===== src/rtl/vram_arb_pkg.sv =====
`default_nettype none
// ============================================================================
// Package  : vram_arb_pkg
// Desc     : Shared grant encoding and default geometry for the VRAM arbiter.
// Revision : 1.0
// ============================================================================
package vram_arb_pkg;

    localparam int c_default_addr_w     = 12;
    localparam int c_default_data_w     = 8;
    localparam int c_default_fifo_depth = 4;

    typedef enum logic [1:0] {
        IDLE      = 2'd0,
        GRANT_VGA = 2'd1,
        GRANT_CPU = 2'd2
    } grant_e;

endpackage
`default_nettype wire


===== src/rtl/vram_wr_fifo.sv =====
`default_nettype none
// ============================================================================
// Module   : vram_wr_fifo
// Desc     : Synchronous write-buffer FIFO; full flag registered from next count.
// Revision : 1.0
// ============================================================================
module vram_wr_fifo #(
    parameter int WIDTH = 20,
    parameter int DEPTH = 4
) (
    input  logic                     clock,
    input  logic                     resetn,
    input  logic                     push,
    input  logic [WIDTH-1:0]         push_data,
    input  logic                     pop,
    output logic [WIDTH-1:0]         head_data,
    output logic [$clog2(DEPTH):0]   count,
    output logic                     full
);

    localparam int                 c_ptr_w = $clog2(DEPTH);
    localparam logic [c_ptr_w:0]   c_depth = (c_ptr_w + 1)'(DEPTH);

    logic [WIDTH-1:0]   r_mem [DEPTH];
    logic [c_ptr_w-1:0] r_wr_ptr;
    logic [c_ptr_w-1:0] r_rd_ptr;
    logic [c_ptr_w:0]   r_count;
    logic [c_ptr_w:0]   w_count_next;
    logic               r_full;
    logic               w_empty;
    logic               w_push;
    logic               w_pop;

    assign w_empty   = (r_count == '0);
    assign w_push    = push && !r_full;
    assign w_pop     = pop && !w_empty;
    assign head_data = r_mem[r_rd_ptr];
    assign count     = r_count;
    assign full      = r_full;

    always_comb begin
        w_count_next = r_count;
        case ({w_push, w_pop})
            2'b10:   w_count_next = r_count + 1'b1;
            2'b01:   w_count_next = r_count - 1'b1;
            default: w_count_next = r_count;
        endcase
    end

    always_ff @(posedge clock or negedge resetn) begin
        if (!resetn) begin
            r_wr_ptr <= '0;
            r_rd_ptr <= '0;
            r_count  <= '0;
            r_full   <= 1'b0;
        end else begin
            if (w_push) begin
                r_wr_ptr <= r_wr_ptr + 1'b1;
            end
            if (w_pop) begin
                r_rd_ptr <= r_rd_ptr + 1'b1;
            end
            r_count <= w_count_next;
            // Full looks at the post-update count, so a popping cycle at full
            // still reports full and ready returns one cycle later.
            r_full  <= (w_count_next == c_depth);
        end
    end

    always_ff @(posedge clock) begin
        if (w_push) begin
            r_mem[r_wr_ptr] <= push_data;
        end
    end

endmodule
`default_nettype wire


===== src/rtl/vram_arbiter.sv =====
`default_nettype none
// ============================================================================
// Module   : vram_arbiter
// Desc     : VGA-priority arbiter for single-port VRAM with buffered CPU writes.
//            Optional stall counter enabled by VRAM_ARB_STALL_CNT_EN.
// Revision : 1.0
// ============================================================================
module vram_arbiter
    import vram_arb_pkg::*;
#(
    parameter int ADDR_W     = c_default_addr_w,
    parameter int DATA_W     = c_default_data_w,
    parameter int FIFO_DEPTH = c_default_fifo_depth
) (
    input  logic              clock,
    input  logic              resetn,
    input  logic              cpu_wr_en,
    input  logic [ADDR_W-1:0] cpu_wr_addr,
    input  logic [DATA_W-1:0] cpu_wr_data,
    output logic              cpu_wr_ready,
    input  logic              vga_rd_req,
    input  logic [ADDR_W-1:0] vga_rd_addr,
    output logic              vga_rd_valid,
    output logic [DATA_W-1:0] vga_rd_data,
    output logic              mem_en,
    output logic              mem_we,
    output logic [ADDR_W-1:0] mem_addr,
    output logic [DATA_W-1:0] mem_wdata,
    input  logic [DATA_W-1:0] mem_rdata
`ifdef VRAM_ARB_STALL_CNT_EN
    ,
    output logic [15:0]       stall_count
`endif
);

    localparam int c_entry_w = ADDR_W + DATA_W;
    localparam int c_cnt_w   = $clog2(FIFO_DEPTH) + 1;

    grant_e               w_grant;
    grant_e               r_state;
    logic [c_entry_w-1:0] w_head;
    logic [c_cnt_w-1:0]   w_fifo_count;
    logic                 w_fifo_full;
    logic                 w_fifo_empty;
    logic                 w_push;
    logic                 w_pop;
    logic                 r_rd_valid;
    logic [DATA_W-1:0]    r_rd_data;

    assign w_fifo_empty = (w_fifo_count == '0);
    assign cpu_wr_ready = !w_fifo_full;
    assign w_push       = cpu_wr_en && cpu_wr_ready;
    assign w_pop        = (w_grant == GRANT_CPU);

    vram_wr_fifo #(
        .WIDTH (c_entry_w),
        .DEPTH (FIFO_DEPTH)
    ) u_wr_fifo (
        .clock     (clock),
        .resetn    (resetn),
        .push      (w_push),
        .push_data ({cpu_wr_addr, cpu_wr_data}),
        .pop       (w_pop),
        .head_data (w_head),
        .count     (w_fifo_count),
        .full      (w_fifo_full)
    );

    // VGA always wins; writes only fill the holes in the fetch stream.
    always_comb begin
        w_grant = IDLE;
        if (vga_rd_req) begin
            w_grant = GRANT_VGA;
        end else if (!w_fifo_empty) begin
            w_grant = GRANT_CPU;
        end
    end

    always_comb begin
        mem_en    = 1'b0;
        mem_we    = 1'b0;
        mem_addr  = '0;
        mem_wdata = w_head[DATA_W-1:0];
        case (w_grant)
            GRANT_VGA: begin
                mem_en   = 1'b1;
                mem_addr = vga_rd_addr;
            end
            GRANT_CPU: begin
                mem_en   = 1'b1;
                mem_we   = 1'b1;
                mem_addr = w_head[c_entry_w-1:DATA_W];
            end
            default: begin
                mem_en = 1'b0;
            end
        endcase
    end

    // The registered grant is the first read-pipeline stage.
    always_ff @(posedge clock or negedge resetn) begin
        if (!resetn) begin
            r_state    <= IDLE;
            r_rd_valid <= 1'b0;
            r_rd_data  <= '0;
        end else begin
            r_state    <= w_grant;
            r_rd_valid <= (r_state == GRANT_VGA);
            if (r_state == GRANT_VGA) begin
                r_rd_data <= mem_rdata;
            end
        end
    end

    assign vga_rd_valid = r_rd_valid;
    assign vga_rd_data  = r_rd_data;

`ifdef VRAM_ARB_STALL_CNT_EN
    logic [15:0] r_stall_cnt;

    always_ff @(posedge clock or negedge resetn) begin
        if (!resetn) begin
            r_stall_cnt <= '0;
        end else if (cpu_wr_en && !cpu_wr_ready && (r_stall_cnt != 16'hFFFF)) begin
            r_stall_cnt <= r_stall_cnt + 16'd1;
        end
    end

    assign stall_count = r_stall_cnt;
`endif

endmodule
`default_nettype wire


===== config.mk =====
export PLATFORM = sky130hd
export DESIGN_NAME = vram_arbiter
export DESIGN_NICKNAME = d
export VERILOG_FILES = /design/src/rtl/vram_arb_pkg.sv /design/src/rtl/vram_wr_fifo.sv /design/src/rtl/vram_arbiter.sv
export SDC_FILE = /design/constraint.sdc
export NUM_CORES = 1
export LEC_CHECK = 0
export ABC_AREA = 1
export BUFFER_PORTS_ARGS = -buffer_cell sky130_fd_sc_hd__buf_2
export CORE_UTILIZATION = 30
export CTS_CLUSTER_DIAMETER = 30
export DETAILED_ROUTE_END_ITERATION = 12
export PLACE_DENSITY = 0.51
export SKIP_CTS_REPAIR_TIMING = 1
export SLEW_MARGIN = 10
export SYNTH_ARGS = -nofsm -noshare
export SYNTH_HDL_FRONTEND = slang
export SYNTH_HIERARCHICAL = 1
export SYNTH_SLANG_ARGS = --single-unit

===== constraint.sdc =====
create_clock -name clock -period 2.9 [get_ports clock]
set_input_delay 0.58 -clock clock [delete_from_list [all_inputs] [get_ports clock]]
set_output_delay 0.58 -clock clock [all_outputs]
set_load 0.1 [all_outputs]

# Word level (Yosys, flattened, before mapping)
# Memory sizes are Yosys's and may differ from the RTL's.
# Index checks and enable logic that the tools add are counted.
# Widths: inputs -> output; s select.
totals:
  regBits: 19
  mem_count: 1
  out_inout_bits: 32
  ram_bits: 80
  in_bits: 44
  elab_cells: 33
op_classes:
  n_eq_ne: 6
  mux: 8
  n_addsub: 4
  reduce_logical: 7
mem_list:
  columns: ["name", "depth", "word_bits", "rd", "rd_clocked_by_memory_dff", "write_ports", "line_no", "source"]
  rows:
  - ["u_wr_fifo.r_mem", 4, 20, 1, 0, 1, "vram_wr_fifo.sv:24", "logic [WIDTH-1:0] r_mem [DEPTH];"]
ops:
  columns: ["operator", "count"]
  rows:
  - ["$pmux 12 s2", 1]
  - ["$eq 2x1->1 const B", 3]
  - ["$pmux 3 s2", 1]
  - ["$add 2x1->2 const B", 2]
  - ["$eq 2x2->1 const B", 2]
  - ["$mux 1", 4]
  - ["$mux 2", 2]
  - ["$add 3x1->3 const B", 1]
  - ["$eq 3x3->1 const B", 1]
  - ["$logic_and 1x1->1", 3]
  - ["$logic_not 3->1", 1]
  - ["$sub 3x1->3 const B", 1]
  - ["$logic_not 1->1", 2]
  - ["$reduce_or 2->1", 1]

# Logic depth before layout (Yosys ltp)
depth:
  word_depth: 8
  mapped_depth: 12

# Hierarchy
# Netlist, hierarchy kept.
by_module_without_submodules:
  columns: ["mod", "cells_per_inst", "n_inst", "seq_area_each_um2", "area_each_um2"]
  rows:
  - ["vram_wr_fifo", 250, 1, 2602.5, 3407.0]
  - ["vram_arbiter", 86, 1, 275.3, 678.2]

# Least setup slack after synthesis
# Ideal clock, no wire load.
synth_timing:
  path_kind: "input to register"
  startpoint: "input vga_rd_req"
  endpoint: "register u_wr_fifo.r_full (netlist: u_wr_fifo/full)"
  stages: 11
  t_required_ns: 2.823
  setup_ns: 0.077
  arrival_ns: 3.688
  slack_ns: -0.866
  cell_sequence: "buf_4 a21oi_1 nand2_1 inv_1 ha_1 inv_2 fa_1 nand2_1 o21ai_1 nand3_1 a21oi_1"
synth_via:
  elab_chain_len: 6
synth_lines:
  columns: ["item", "line_no", "source"]
  rows:
  - ["start: declaration", "vram_arbiter.sv:21", "input logic vga_rd_req,"]
  - ["$mux 2 (*)", "vram_arbiter.sv:72", "if (vga_rd_req) begin"]
  - ["$eq 2x2->1 (*)", "vram_arbiter.sv:53", "assign w_pop = (w_grant == GRANT_CPU);"]
  - ["$logic_and 1x1->1 (*)", "vram_wr_fifo.sv:36", "assign w_pop = pop && !w_empty;"]
  - ["named net u_wr_fifo.w_pop", "vram_wr_fifo.sv:32", "logic w_pop;"]
  - ["$eq 2x1->1 or $eq 2x2->1 (tied branches)", "vram_wr_fifo.sv:43", "case ({w_push, w_pop})"]
  - ["$pmux 3 s2 (*)", "vram_wr_fifo.sv:43", null]
  - ["$eq 3x3->1 (*)", "vram_wr_fifo.sv:66", "r_full <= (w_count_next == c_depth);"]
  - ["end signal: assignment", "vram_wr_fifo.sv:66", null]
  - ["end: declaration", "vram_wr_fifo.sv:29", "logic r_full;"]
# Mark *: on every way through the listed nets, which the timed path passes. The rest lies on a longest branch.
# A chain may end at the register's enable or synchronous reset.

# Worst setup path after layout
layout_timing:
  startpoint: "register u_wr_fifo.r_rd_ptr[0]"
  endpoint: "output mem_addr[0]"
layout_via:
  elab_chain_len: 2
layout_lines:
  columns: ["item", "line_no", "source"]
  rows:
  - ["start: declaration", "vram_wr_fifo.sv:26", "logic [c_ptr_w-1:0] r_rd_ptr;"]
  - ["start signal: assignment", "vram_wr_fifo.sv:61", "r_rd_ptr <= r_rd_ptr + 1'b1;"]
  - ["$mem_v2 4x20", null, null]
  - ["named net w_head[8]", "vram_arbiter.sv:41", "logic [c_entry_w-1:0] w_head;"]
  - ["$pmux 12 s2", "vram_arbiter.sv:84", "case (w_grant)"]
  - ["end: declaration", "vram_arbiter.sv:27", "output logic [ADDR_W-1:0] mem_addr,"]
# The timed path passes the listed nets, and every way through them passes these cells.

==> results by stage <==
Run status:
- The flow ran to the end, and the final reports show no timing, DRC or antenna violations.

Layout:
- The count of nets after finishing is 466.
- The area overhead of the layout relative to synthesis is 21.8%.
- The final core utilization is 37.6%.
- The number of antenna diodes in the final layout is 0.
- Fill cells in the final layout number 1,332.
- The share of final-layout standard cells stronger than drive strength 1 is 31.4%.
- After the flow finishes, the layout carries non-filler instances totaling 596.
- The leading cell type in the layout, fill and taps excluded is sky130_fd_sc_hd__edfxtp_1.
- The top cell types in the final layout, fill and taps aside, are sky130_fd_sc_hd__edfxtp_1 (80), sky130_fd_sc_hd__buf_2 (75), sky130_fd_sc_hd__nand2_1 (49).
- The multi-input gate area in the final layout is 1050 um^2.
- The sequential cell area is 2880 um^2.

Timing:
- The routed design could run at a clock period as short as 2730 ps.
- Setup repair after global routing left no endpoint under its margin.
- The highest achievable clock rate is 366 MHz.
- The number of failing setup endpoints in the final timing report is 0.
- The worst-margin pin slew is 497 ps.
- The number of hold violations in the final report came to 0.
- In the finished design, the share of the clock period the worst path needs comes to 94.2%.
- The post-route worst setup slack is 169 ps.
- The max-slew violation count is 0.
- The worst slew margin relative to its limit is 67.1%.
- Between clock sinks in the finished design, the worst skew comes to 6.48 ps.
- The accumulated negative setup slack is 0 ps.

Clock network:
- In this run the deepest clock path goes through 2 buffers.
- The clock drives 99 sinks.
- The clock transition at the registers of the reported paths is 60 ps.
- The later-pin clock latency in the skew report is 340 ps.
- The number of buffers added by the clock tree synthesis step is 9.
- Clock tree synthesis selected as its root buffer the cell sky130_fd_sc_hd__clkbuf_16.
- The H-tree was split into 3 levels.
- The CTS tree is yes.

GRT:
- The wire length of the first global-routing pass is 14,200 um.
- The total overflow reported by the global router is 0.
- The number of global-route vias before repair is 2,624.
- The global-route usage over all layers is 13.7%.
- The maximum number of pins on one net before global-route repair is 31.
- The initial antenna violation count is 0.

Logic synthesis:
- After synthesis the cells add up to 4090 um^2.
- The average footprint of a synthesized cell is 12.2 um^2.
- The top cell type by total area after synthesis is sky130_fd_sc_hd__edfxtp_1.
- The share of synthesized area in the top cell type comes to 58.8%.
- Yosys mapped the design onto 23 distinct sky130hd cell types.
- In the post-synthesis netlist, the biggest area contributors are sky130_fd_sc_hd__edfxtp_1 (59%), sky130_fd_sc_hd__dfrtp_1 (12%), sky130_fd_sc_hd__o21ai_1 (4.8%), sky130_fd_sc_hd__nand2_1 (4.5%), sky130_fd_sc_hd__nor2_1 (4.2%).
- The Yosys step of the flow raised 6 warnings.
- The number of cells produced by synthesis is 336.
- Counting flops and latches in the post-synthesis netlist gives 99.
- The number of nets in the synthesized netlist is 386.
- The share of the Yosys chip area taken by registers is 70.4%.

Floorplanning:
- After floorplanning, the core was divided into 42 placement rows.
- The total I/O pin count is 76.
- The die width is 119 um.
- The die is 119 um tall.
- The initial standard-cell utilization of the core is 30.8%.
- The area of the die is 14,100 um^2.
- The area of the core is 13,200 um^2.

Placement:
- The congestion estimate from routability-driven global placement came to 0.745.
- The placed wire-length estimate is 5630 um.
- During placement, the flow inserted port buffers numbering 75.
- The worst slack after detailed placement is 548 ps.
- The number of placed instances, taps included is 581.

Worst hold path:
- The class of the tightest hold or removal check is in -> async.

Drt:
- The routed wire length is 8940 um.
- Summing over every cut layer, the via total after detailed routing is 2,663.
- Dividing the detail-routed wire length by the instance count gives 15.0 um.
- The initial detailed-routing violation count is 117.
- Using the TritonRoute via totals, the vias-per-cell ratio works out to 4.47.
- The number of nets still failing antenna checks after routing is 0.
- The count of unresolved DRC violations after routing is 0.
- The first detailed-routing pass ran for 4 iterations.

Worst setup path:
- The critical path data required time is 2320 ps.
- In this run the critical register-to-register path is launched from u_wr_fifo/count[1].
- The kind of end point of the critical path is an output pin.
- At the worst endpoint, the arrival time is 2150 ps.
- The worst setup path is launched from a flop.
- The critical path starts at u_wr_fifo/r_rd_ptr[0].
- The start-to-end type of the worst setup path is reg -> out.
- For the worst flop-to-flop path, the logic depth is 11.
- In this run the worst path has a maximum fanout of 30.

Flow run:
- The number of max-cap violations is 0.
sequential cells by signal (all words and copies together), names as in the netlist:
signal and flops:
u_wr_fifo/r_mem 80, vga_rd_data 8, u_wr_fifo/count 3, r_state 2, u_wr_fifo/r_rd_ptr 2, u_wr_fifo/r_wr_ptr 2, u_wr_fifo/full 1, vga_rd_valid 1
metal layers:
metal | vias up | routed length, um | GRT usage [%]
met5 | - | 0 | 0
met4 | 0 | 95 | 3.96
met3 | 5 | 448 | 4.78
met2 | 69 | 4310 | 22.4
met1 | 1262 | 4090 | 17.1
li1 | 1327 | - | -
worst paths after layout:
check,endpoint,slack (ps)
min reg2reg,vga_rd_data[2],480
max in group asynchronous,u_wr_fifo/r_rd_ptr[0],2430
min,vga_rd_data[3],170
max,mem_addr[0],170
max reg2reg,u_wr_fifo/full,920
min in group clock,vga_rd_data[2],440
cells in the mapped netlist:
library cell               number
sky130_fd_sc_hd__inv_1         16
sky130_fd_sc_hd__inv_4          1
sky130_fd_sc_hd__buf_6          2
sky130_fd_sc_hd__dfrtp_1       19
sky130_fd_sc_hd__fa_1           1
sky130_fd_sc_hd__nand2_1       49
sky130_fd_sc_hd__o21ai_0        3
sky130_fd_sc_hd__o22ai_1       20
sky130_fd_sc_hd__o21ai_1       39
sky130_fd_sc_hd__inv_2          6
sky130_fd_sc_hd__a21oi_1        3
sky130_fd_sc_hd__edfxtp_1      80
sky130_fd_sc_hd__nor2_2         1
sky130_fd_sc_hd__nand4_1        1
sky130_fd_sc_hd__nand3_1        7
sky130_fd_sc_hd__buf_4          1
sky130_fd_sc_hd__xor2_1         2
sky130_fd_sc_hd__ha_1           5
sky130_fd_sc_hd__nor2_1        46
sky130_fd_sc_hd__clkbuf_1       1
sky130_fd_sc_hd__buf_2         11
sky130_fd_sc_hd__nand2_2       12
sky130_fd_sc_hd__nand3_2       10
per-stage QoR:
stage	hold WS, ps	cell area, um^2
5_1_grt	187	4980
3_5_place_dp	466	4720
4_1_cts	177	4980
3_3_place_gp	456	4720
6_report	173	4980
2_1_floorplan	284	4100
area by class of cell:
class / count / share of cell area (%)
Clock inverter: 5 / 0.603
Sequential cell: 99 / 57.8
Tap cell: 176 / 4.42
Multi-Input combinational cell: 199 / 21.1
Inverter: 23 / 1.78
Clock buffer: 10 / 4.60
Timing Repair Buffer: 84 / 9.65
worst max-delay path, stage by stage, from the launching register on:
cell,delay [ps]
sky130_fd_sc_hd__dfrtp_1,410
sky130_fd_sc_hd__inv_2,230
sky130_fd_sc_hd__buf_12,230
sky130_fd_sc_hd__nor2_1,60
sky130_fd_sc_hd__o22ai_1,240
sky130_fd_sc_hd__nand3_2,110
sky130_fd_sc_hd__nand2_2,90
sky130_fd_sc_hd__buf_2,430
logic make-up (layout without fill, tap and decap cells):
group                      count (synthesis)  count (layout)  share of synthesized area (%)
adders and majority gates                  6               6                           2.02
AOI/OAI and AO/OA                         65              65                           8.58
and+or+nand+nor                          126             126                           14.2
DFF                                       99              99                           70.4
buffers and inverters                     38             122                           4.35
xor gates and xnor gates                   2               2                          0.429
Power is left out: the tool's default activity adds up to more than one toggle a clock period on the data nets, which glitch-free logic cannot reach.
